--- src/rtl/usb3_pkg.sv ---
// Shared constants and the per-byte LFSR step for the USB 3.0 receive descrambler.
package usb3_pkg;

  localparam logic [7:0]  K_COM     = 8'hBC;
  localparam logic [7:0]  K_SKP     = 8'h3C;
  // Feedback taps for x^16+x^5+x^4+x^3+1 (the x^16 term is the shifted-out bit).
  localparam logic [15:0] LFSR_TAPS = 16'h0039;

  typedef struct packed {
    logic [15:0] next;
    logic [7:0]  key;
  } lfsr_step_t;

  // One byte step: key is the top LFSR byte bit-reversed, next state is eight Galois shifts.
  function automatic lfsr_step_t lfsr_step(input logic [15:0] state);
    lfsr_step_t r;
    logic [15:0] s;
    r = '0;
    for (int i = 0; i < 8; i++) begin
      r.key[i] = state[15-i];
    end
    s = state;
    for (int i = 0; i < 8; i++) begin
      s = {s[14:0], 1'b0} ^ (s[15] ? LFSR_TAPS : 16'h0000);
    end
    r.next = s;
    return r;
  endfunction

endpackage

--- src/rtl/usb3_rx_lfsr4.sv ---
// Four-lane keystream generator: chains the LFSR through lanes 0..3, reseeding on COM
// and holding on SKP.
module usb3_rx_lfsr4
  import usb3_pkg::*;
#(
  parameter logic [15:0] LFSR_SEED = 16'hFFFF
) (
  input  logic [15:0] lfsr_i,
  input  logic [31:0] data_i,
  input  logic [3:0]  datak_i,
  output logic [31:0] key_o,
  output logic [15:0] lfsr_o
);

  logic [15:0] state;
  lfsr_step_t  step;

  // NOTE: every variable written here gets a default first so no latch is inferred.
  always_comb begin
    state = lfsr_i;
    step  = '0;
    key_o = '0;
    for (int i = 0; i < 4; i++) begin
      if (datak_i[i] && data_i[8*i +: 8] == K_COM) begin
        state = LFSR_SEED;
      end else if (!(datak_i[i] && data_i[8*i +: 8] == K_SKP)) begin
        step           = lfsr_step(state);
        key_o[8*i +: 8] = step.key;
        state          = step.next;
      end
    end
    lfsr_o = state;
  end

endmodule

--- src/rtl/usb3_descramble.sv ---
// USB 3.0 RX descrambler with optional SKP stripping and byte repacking.
// Define USB3_DESCRAMBLE_SKP_STRIP_EN to build the SKP stripper and pack buffer.
module usb3_descramble
  import usb3_pkg::*;
#(
  parameter logic [15:0] LFSR_SEED = 16'hFFFF
) (
  input  logic        local_clk,
  input  logic        reset,
  input  logic        enable,
  input  logic [31:0] raw_data,
  input  logic [3:0]  raw_datak,
  input  logic        raw_active,
  output logic [31:0] proc_data,
  output logic [3:0]  proc_datak,
  output logic        proc_valid,
  output logic [15:0] skp_count,
  output logic        err_overflow
);

  logic [15:0] lfsr_q, lfsr_d;
  logic [31:0] lane_key;
  logic [31:0] s1_data_q, s1_data_d;
  logic [3:0]  s1_datak_q;
  logic        s1_valid_q;
  logic [31:0] proc_data_q;
  logic [3:0]  proc_datak_q;
  logic        proc_valid_q;

  usb3_rx_lfsr4 #(.LFSR_SEED(LFSR_SEED)) u_lfsr4 (
    .lfsr_i  (lfsr_q),
    .data_i  (raw_data),
    .datak_i (raw_datak),
    .key_o   (lane_key),
    .lfsr_o  (lfsr_d)
  );

  // Only D bytes are keyed; K bytes (COM, SKP, others) always pass untouched.
  always_comb begin
    s1_data_d = raw_data;
    for (int i = 0; i < 4; i++) begin
      if (enable && !raw_datak[i]) begin
        s1_data_d[8*i +: 8] = raw_data[8*i +: 8] ^ lane_key[8*i +: 8];
      end
    end
  end

  // NOTE: sequential state uses non-blocking assignments so all registers update together.
  always_ff @(posedge local_clk or posedge reset) begin
    if (reset) begin
      lfsr_q     <= LFSR_SEED;
      s1_valid_q <= 1'b0;
      s1_data_q  <= '0;
      s1_datak_q <= '0;
    end else begin
      s1_valid_q <= raw_active;
      if (raw_active) begin
        lfsr_q     <= lfsr_d;
        s1_data_q  <= s1_data_d;
        s1_datak_q <= raw_datak;
      end
    end
  end

`ifdef USB3_DESCRAMBLE_SKP_STRIP_EN
  logic [3:0]  lane_skp;
  logic [3:0]  s1_keep_q;
  logic [23:0] buf_q, buf_d;
  logic [2:0]  bufk_q, bufk_d;
  logic [2:0]  cnt_q, cnt_d;
  logic [63:0] cat_data;
  logic [7:0]  cat_k;
  logic [3:0]  pos;
  logic [2:0]  n_skp;
  logic        emit;
  logic [15:0] skp_count_q;
  logic        err_q;

  always_comb begin
    lane_skp = '0;
    for (int i = 0; i < 4; i++) begin
      lane_skp[i] = raw_datak[i] && (raw_data[8*i +: 8] == K_SKP);
    end
  end

  always_ff @(posedge local_clk or posedge reset) begin
    if (reset) begin
      s1_keep_q <= '0;
    end else if (raw_active) begin
      s1_keep_q <= ~lane_skp;
    end
  end

  // Append kept lanes behind the residue; the buffer never holds more than 3 bytes
  // between cycles because 4 are drained whenever the fill reaches 4.
  always_comb begin
    cat_data = {40'h0, buf_q};
    cat_k    = {5'b0, bufk_q};
    pos      = {1'b0, cnt_q};
    n_skp    = '0;
    if (s1_valid_q) begin
      for (int i = 0; i < 4; i++) begin
        if (s1_keep_q[i]) begin
          cat_data[{pos[2:0], 3'b000} +: 8] = s1_data_q[8*i +: 8];
          cat_k[pos[2:0]]                   = s1_datak_q[i];
          pos                               = pos + 4'd1;
        end else begin
          n_skp = n_skp + 3'd1;
        end
      end
    end
    emit   = (pos >= 4'd4);
    buf_d  = emit ? cat_data[55:32] : cat_data[23:0];
    bufk_d = emit ? cat_k[6:4]      : cat_k[2:0];
    cnt_d  = emit ? 3'(pos - 4'd4)  : pos[2:0];
  end

  always_ff @(posedge local_clk or posedge reset) begin
    if (reset) begin
      buf_q        <= '0;
      bufk_q       <= '0;
      cnt_q        <= '0;
      proc_valid_q <= 1'b0;
      proc_data_q  <= '0;
      proc_datak_q <= '0;
      skp_count_q  <= '0;
      err_q        <= 1'b0;
    end else begin
      buf_q        <= buf_d;
      bufk_q       <= bufk_d;
      cnt_q        <= cnt_d;
      proc_valid_q <= emit;
      if (emit) begin
        proc_data_q  <= cat_data[31:0];
        proc_datak_q <= cat_k[3:0];
      end
      skp_count_q  <= skp_count_q + {13'b0, n_skp};
      err_q        <= err_q | (pos > 4'd7);
    end
  end

  assign skp_count    = skp_count_q;
  assign err_overflow = err_q;
`else
  always_ff @(posedge local_clk or posedge reset) begin
    if (reset) begin
      proc_valid_q <= 1'b0;
      proc_data_q  <= '0;
      proc_datak_q <= '0;
    end else begin
      proc_valid_q <= s1_valid_q;
      if (s1_valid_q) begin
        proc_data_q  <= s1_data_q;
        proc_datak_q <= s1_datak_q;
      end
    end
  end

  assign skp_count    = '0;
  assign err_overflow = 1'b0;
`endif

  assign proc_data  = proc_data_q;
  assign proc_datak = proc_datak_q;
  assign proc_valid = proc_valid_q;

endmodule

--- config.mk ---
export PLATFORM = sky130hd
export DESIGN_NAME = usb3_descramble
export DESIGN_NICKNAME = d
export VERILOG_FILES = /design/src/rtl/usb3_pkg.sv /design/src/rtl/usb3_rx_lfsr4.sv /design/src/rtl/usb3_descramble.sv
export SDC_FILE = /design/constraint.sdc
export NUM_CORES = 1
export LEC_CHECK = 0
export CORE_UTILIZATION = 49
export DETAILED_ROUTE_END_ITERATION = 8
export GPL_ROUTABILITY_DRIVEN = 0
export GPL_TIMING_DRIVEN = 0
export PLACE_DENSITY = 0.73
export SLEW_MARGIN = 10
export SYNTH_ARGS = -nofsm -noshare
export SYNTH_HDL_FRONTEND = slang
export SYNTH_HIERARCHICAL = 1
export SYNTH_SLANG_ARGS = --single-unit
--- constraint.sdc ---
create_clock -name local_clk -period 4.2 [get_ports local_clk]
set_input_delay 1.26 -clock local_clk [delete_from_list [all_inputs] [get_ports local_clk]]
set_output_delay 1.26 -clock local_clk [all_outputs]
set_load 0.02 [all_outputs]
# ---- Word level (Yosys, flattened, before mapping)
# Cells that the tools add are included.
dict set report classes {
  eq_ne 8
  mux 52
  bitwise_logic 36
  reduce_logical 16
}
# cell n
set ops {}
lappend ops {{$xor A16 B16 Y16} 32}
lappend ops {{$mux W6} 32}
lappend ops {{$mux W16} 8}
lappend ops {{$mux W8} 12}
lappend ops {{$eq A8 B6 Y1 const B} 4}
lappend ops {{$eq A8 B8 Y1 const B} 4}
lappend ops {{$xor A8 B8 Y8} 4}
lappend ops {{$logic_and A1 B1 Y1} 12}
lappend ops {{$logic_not A1 Y1} 4}
dict set report word_totals {
  ff_bits 90
  input_bits 40
  output_inout_bits 54
  elab_cells 119
}

# ---- Depth between registers and ports, before layout
dict set report logic_depth {
  depth_word 72
  ltp_mapped 13
  mapped_depth_nobuf 11
}

# ---- Hierarchy
# Netlist, hierarchy kept.
# module n_inst cells_per_inst area_each_um2 seq_area_each_um2
set by_module_without_submodules {}
lappend by_module_without_submodules {usb3_descramble 1 309 3941.3 2272.2}
lappend by_module_without_submodules {usb3_rx_lfsr4 1 327 2557.5 0.0}

# ---- Worst setup path before layout
# OpenSTA, ideal clock, no wires.
dict set report synth_path {
  kind {input to register}
  start {input port raw_data[1]}
  end {register lfsr_q[9]}
  setup_ps 82
  arrival_time_ps 3730
  t_required_ps 4118
  slack_ps 387
  stages 12
  n_path_buf 2
  path_cell_list {nor4bb_1 buf_2 nand2_2 buf_2 a31oi_1 nand2_1 a221o_2 xor2_1 xnor3_1 nor2_1 a21oi_1 mux2_2}
}
dict set report synth_between {
  elab_chain_len 36
  elab_cells_between_ends 52
  classes_between {2 x eq/ne; 24 x mux; 24 x bitwise; 2 x reduce/logical}
}
# item line
set synth_rtl {}
lappend synth_rtl {{from (decl)} usb3_descramble.sv:11} ;# input logic [31:0] raw_data,
lappend synth_rtl {{$eq A8 B6 Y1} usb3_rx_lfsr4.sv:26} ;# end else if (!(datak_i[i] && data_i[8*i +: 8] == K_SKP)) begin
lappend synth_rtl {{$logic_and A1 B1 Y1} usb3_rx_lfsr4.sv:26}
lappend synth_rtl {{$mux W16} usb3_rx_lfsr4.sv:26}
lappend synth_rtl {{$mux W16 (*)} usb3_rx_lfsr4.sv:24} ;# if (datak_i[i] && data_i[8*i +: 8] == K_COM) begin
lappend synth_rtl {{$xor A16 B16 Y16} usb3_pkg.sv:24} ;# s = {s[14:0], 1'b0} ^ (s[15] ? LFSR_TAPS : 16'h0000);
lappend synth_rtl {{$mux W6 / $xor A16 B16 Y16 (equally long branches)} usb3_pkg.sv:24}
lappend synth_rtl {{$xor A16 B16 Y16 / $mux W6 (equally long branches) (6 in series)} usb3_pkg.sv:24}
lappend synth_rtl {{$xor A16 B16 Y16 / $mux W16 (equally long branches)} {usb3_pkg.sv:24, usb3_rx_lfsr4.sv:26}}
lappend synth_rtl {{(+10 left out)} n/a}
lappend synth_rtl {{$xor A16 B16 Y16 / $mux W16 (equally long branches)} {usb3_pkg.sv:24, usb3_rx_lfsr4.sv:26}}
lappend synth_rtl {{$mux W16 (*)} usb3_rx_lfsr4.sv:26}
lappend synth_rtl {{$mux W16 (*)} usb3_rx_lfsr4.sv:24}
lappend synth_rtl {{$xor A16 B16 Y16 / $mux W6 (equally long branches) (3 in series)} usb3_pkg.sv:24}
lappend synth_rtl {{$xor A16 B16 Y16 (5 in series)} usb3_pkg.sv:24}
lappend synth_rtl {{$mux W16 (*)} usb3_rx_lfsr4.sv:26}
lappend synth_rtl {{$mux W16 (*)} usb3_rx_lfsr4.sv:24}
lappend synth_rtl {{named net lfsr_d[9]} usb3_descramble.sv:21} ;# logic [15:0] lfsr_q, lfsr_d;
lappend synth_rtl {{to (signal assigned)} usb3_descramble.sv:58} ;# lfsr_q <= lfsr_d;
lappend synth_rtl {{to (decl)} usb3_descramble.sv:21}
# Mark *: on every way through the listed nets, which the timed path passes. The rest lies on a longest branch.
# A chain may end at the register's enable or synchronous reset.

# ---- Worst setup path in the final report
dict set report layout_path {
  start {input port raw_data[6]}
  end {register lfsr_q[5]}
}
dict set report layout_between {
  elab_chain_len 37
  elab_cells_between_ends 56
  classes_between {2 x eq/ne; 28 x mux; 24 x bitwise; 2 x reduce/logical}
}
# item line
set layout_rtl {}
lappend layout_rtl {{$eq A8 B6 Y1} usb3_rx_lfsr4.sv:26}
lappend layout_rtl {{$logic_and A1 B1 Y1} usb3_rx_lfsr4.sv:26}
lappend layout_rtl {{$mux W16} usb3_rx_lfsr4.sv:26}
lappend layout_rtl {{$mux W16 (*)} usb3_rx_lfsr4.sv:24}
lappend layout_rtl {{$mux W6 / $xor A16 B16 Y16 (equally long branches)} usb3_pkg.sv:24}
lappend layout_rtl {{$xor A16 B16 Y16 / $mux W6 (equally long branches)} usb3_pkg.sv:24}
lappend layout_rtl {{$xor A16 B16 Y16 (7 in series)} usb3_pkg.sv:24}
lappend layout_rtl {{$mux W16 (*)} usb3_rx_lfsr4.sv:26}
lappend layout_rtl {{(+11 left out)} n/a}
lappend layout_rtl {{$mux W16 (*)} usb3_rx_lfsr4.sv:24}
lappend layout_rtl {{$xor A16 B16 Y16 (6 in series)} usb3_pkg.sv:24}
lappend layout_rtl {{$mux W6 / $xor A16 B16 Y16 (equally long branches)} usb3_pkg.sv:24}
lappend layout_rtl {{$xor A16 B16 Y16 / $mux W6 (equally long branches)} usb3_pkg.sv:24}
lappend layout_rtl {{$xor A16 B16 Y16} usb3_pkg.sv:24}
lappend layout_rtl {{$mux W16 (*)} usb3_rx_lfsr4.sv:26}
lappend layout_rtl {{$mux W16 (*)} usb3_rx_lfsr4.sv:24}
lappend layout_rtl {{named net lfsr_d[5]} usb3_descramble.sv:21}
# Marks and branches as above.

==> flow_summary.toml <==
[clocking]
cts_num_sinks = 90
worstSkewPairLatency_ns = 0.35
cts_tree = "done"
cts_made_buffers = 9
cts_root_buf = "clkbuf_16"
clkTransAtPathRegs_ns = 0.07
clock_path_buffers = 2
htree_levels = 3

[hold_path]
min_from = "s1_valid_q"
min_path_cells = 0
holdCritPathClass = "flip-flop to flip-flop"

[floorplanning]
io-pin-count = 94
fp.dieH_um = 117
die_area_um2 = 13700
rows = 41
start_util = 0.509
die_w_um = 117
coreArea_um2 = 12800

[worst_setup_path]
arrival_ns = 4.54
cpPeakStageDelay_ns = 0.46
crit_type = "input port to flip-flop"
r2r_start = "lfsr_q[15]"
cp_slowest_cell = "clkdlybuf4s50_1"
crit_path_start = "raw_data[6]"
crit_family = "buffers and inverters"
crit_path_cell_trace = "clkdlybuf4s50_1 > nand4b_4 > buf_6 > buf_2 > nor4_1 > a21oi_1 > o2bb2ai_2 > a32o_2 > buf_4 > xnor2_1 > xnor3_1 > o22a_1 > mux2_2"
crit_buf_inv = 4
reg2regPathDepth = 11
crit_cells = 13
cp.required_ns = 4.47
endpoint_kind = "flip-flop"
startpoint_type = "input port"
path_max_fanout = 10

[cells_and_area]
stdcell_count = 935
diodes = 0
drive_gt1_frac = 0.292
fill_cells = 988
multi_input_area_um2 = 4100
seq_area_um2 = 2270
area_growth_pct = 26.9
fin_nets = 798
fin_util = 0.645

[logic_synthesis]
synth_warnings = 6
yosys.cell_types.count = 75
syn_inst = 636
async_flop_share = 1.00
synth_edf_count = 0
synth_seq_cells = 90
avgSynthCellArea_um2 = 10.2
ys.flop_type = "dfrtp_1"
syn_area_um2 = 6500
ys_seq_area_frac = 0.350

[global_routing]
grt_pass1_vias = 5132
antenna_found_initial = 0
overflow = 0
grt_pass1_wl_um = 25900
grt_use_total = 0.250
grt_max_degree = 47

[sta]
timing.slew.headroom = 0.565
tightest_slew_ns = 0.652
hold_viol = 0
setup_slack_ns = -0.0704
period_needed_ns = 4.27
finalSetupTns_ns = -0.117
finalMaxSlewViolations = 0
setup_viol = 3
fmax_ghz = 0.234
fin_skew_ns = 0.0146
finalCritPeriodShare = 1.02

[status]
failed_checks = "setup timing"
status = "finished with violations"

[route]
via_per_inst = 5.86
drtIter0Drc = 630
wl_per_cell_um = 18.5
vias = 5477
drc = 0
ant_nets = 0
first_pass_iters = 6
wirelength_um = 17300

[run]
maxCapViolations = 0

[placed_design]
place_inst = 901
dp_hpwl_um = 12400
io_buffer_count = 76
cell type report:
type / count / area share
Multi-Input combinational cell: 494 / 0.497
Timing Repair Buffer: 95 / 0.113
Buffer: 65 / 0.0511
Sequential cell: 90 / 0.276
Clock inverter: 6 / 0.00607
Clock buffer: 10 / 0.0290
Tap cell: 172 / 0.0261
Inverter: 3 / 0.00167
metal layers:
| layer | routed length, um | share of wire | vias to the layer above | global-route usage |
|---|---|---|---|---|
| met5 | 0 | 0 | - | 0 |
| met4 | 679 | 0.039 | 0 | 0.101 |
| met3 | 1400 | 0.081 | 73 | 0.0381 |
| met2 | 8150 | 0.47 | 277 | 0.408 |
| met1 | 7070 | 0.41 | 2660 | 0.334 |
| li1 | - | - | 2467 | - |
path summary, 6_finish.rpt:
| kind | to | slack (ns) |
|---|---|---|
| min in group asynchronous | proc_datak[2] | 1.32 |
| min reg2reg | proc_valid | 0.37 |
| min | proc_valid | 0.37 |
| max in group asynchronous | s1_datak_q[0] | 2.25 |
| max reg2reg | lfsr_q[9] | 0.79 |
| max | lfsr_q[5] | -0.07 |
metrics by stage:
step | setup WS [ns] | hold slack [ns] | cell area (um^2)
2_1_floorplan | 0.387 | 0.349 | 6560
3_3_place_gp | -0.621 | 0.350 | 7530
3_5_place_dp | -0.710 | 0.354 | 7560
4_1_cts | 0.0127 | 0.368 | 7970
5_1_grt | -0.0862 | 0.392 | 8240
6_report | -0.0704 | 0.369 | 8240
Yosys cell counts (3+ instances only):
master    count  area, um^2
nand3b_1     32         240
buf_4        22         165
o22ai_2       3        37.5
dfstp_2      16         420
and4b_1       3        30.0
o22ai_1       6        37.5
clkbuf_1     14        52.6
xor3_1        4        95.1
inv_1         3        11.3
xor2_1       46         403
or3_1         3        18.8
xnor2_4       3        82.6
nor2_1       75         282
mux2_2       56         631
nand2_1       7        26.3
mux2i_1       3        30.0
dfrtp_1      74        1850
a21oi_2       4        35.0
o21ai_0      11        55.1
buf_2        20         100
nand4_1       3        18.8
or4_1         4        30.0
nor3_1        9        45.0
buf_6         7        78.8
a21oi_1      55         275
nor4_1       10        62.6
xnor3_1       8         180
and2_1       17         106
a22oi_1      10        75.1
o211ai_1      4        30.0
xnor2_1      46         403
timing repair:
item | 4_1_cts | 5_1_grt
gates cloned | 0 | 0
setup endpoints to repair | 10 | 12
hold buffers | 0 | 0
pin swaps | 5 | 9
buffers inserted | 6 | 12
resized for setup | 16 | 43
flip-flops by register name, summed over array words and instances (netlist names):
name	flops
proc_valid	1
lfsr_q	16
s1_valid_q	1
s1_data_q	32
s1_datak_q	4
proc_data	32
proc_datak	4
cell usage in the layout (no fill, tap or decap), types with 17 or more instances in the layout:
cell type        synthesis  final
buf_4                   22     42
xnor2_1                 46     45
clkdlybuf4s50_1          0     67
dfrtp_1                 74     74
nand3b_1                32     32
nor2_1                  75     73
mux2_2                  56     56
conb_1                   1     17
buf_2                   20     18
a21oi_1                 55     51
and2_1                  17     17
xor2_1                  46     44
worst reg2reg max path, cell delays in order, from the launching register on:
cell and delay (ns):
dfstp_2 0.38, buf_6 0.13, xnor2_1 0.50, xor3_1 0.56
a221o_1 0.33, o21ai_2 0.13, xor2_2 0.13, a21oi_4 0.26
xnor3_1 0.44, nor2_1 0.11, a21oi_1 0.08, mux2_2 0.29
cells by family (layout without fill, tap and decap cells):
family	count (synthesis)	in the layout	synth area share
other	1	17	0.000577
buffers and inverters	68	179	0.0641
flip-flops	90	90	0.350
AO/OA/AOI/OAI	127	127	0.139
AND/OR/NAND/NOR	182	182	0.159
multiplexers	59	59	0.102
XOR/XNOR	109	109	0.185
Power is left out: the tool's default activity adds up to more than one toggle a clock period on the data nets, which glitch-free logic cannot reach.
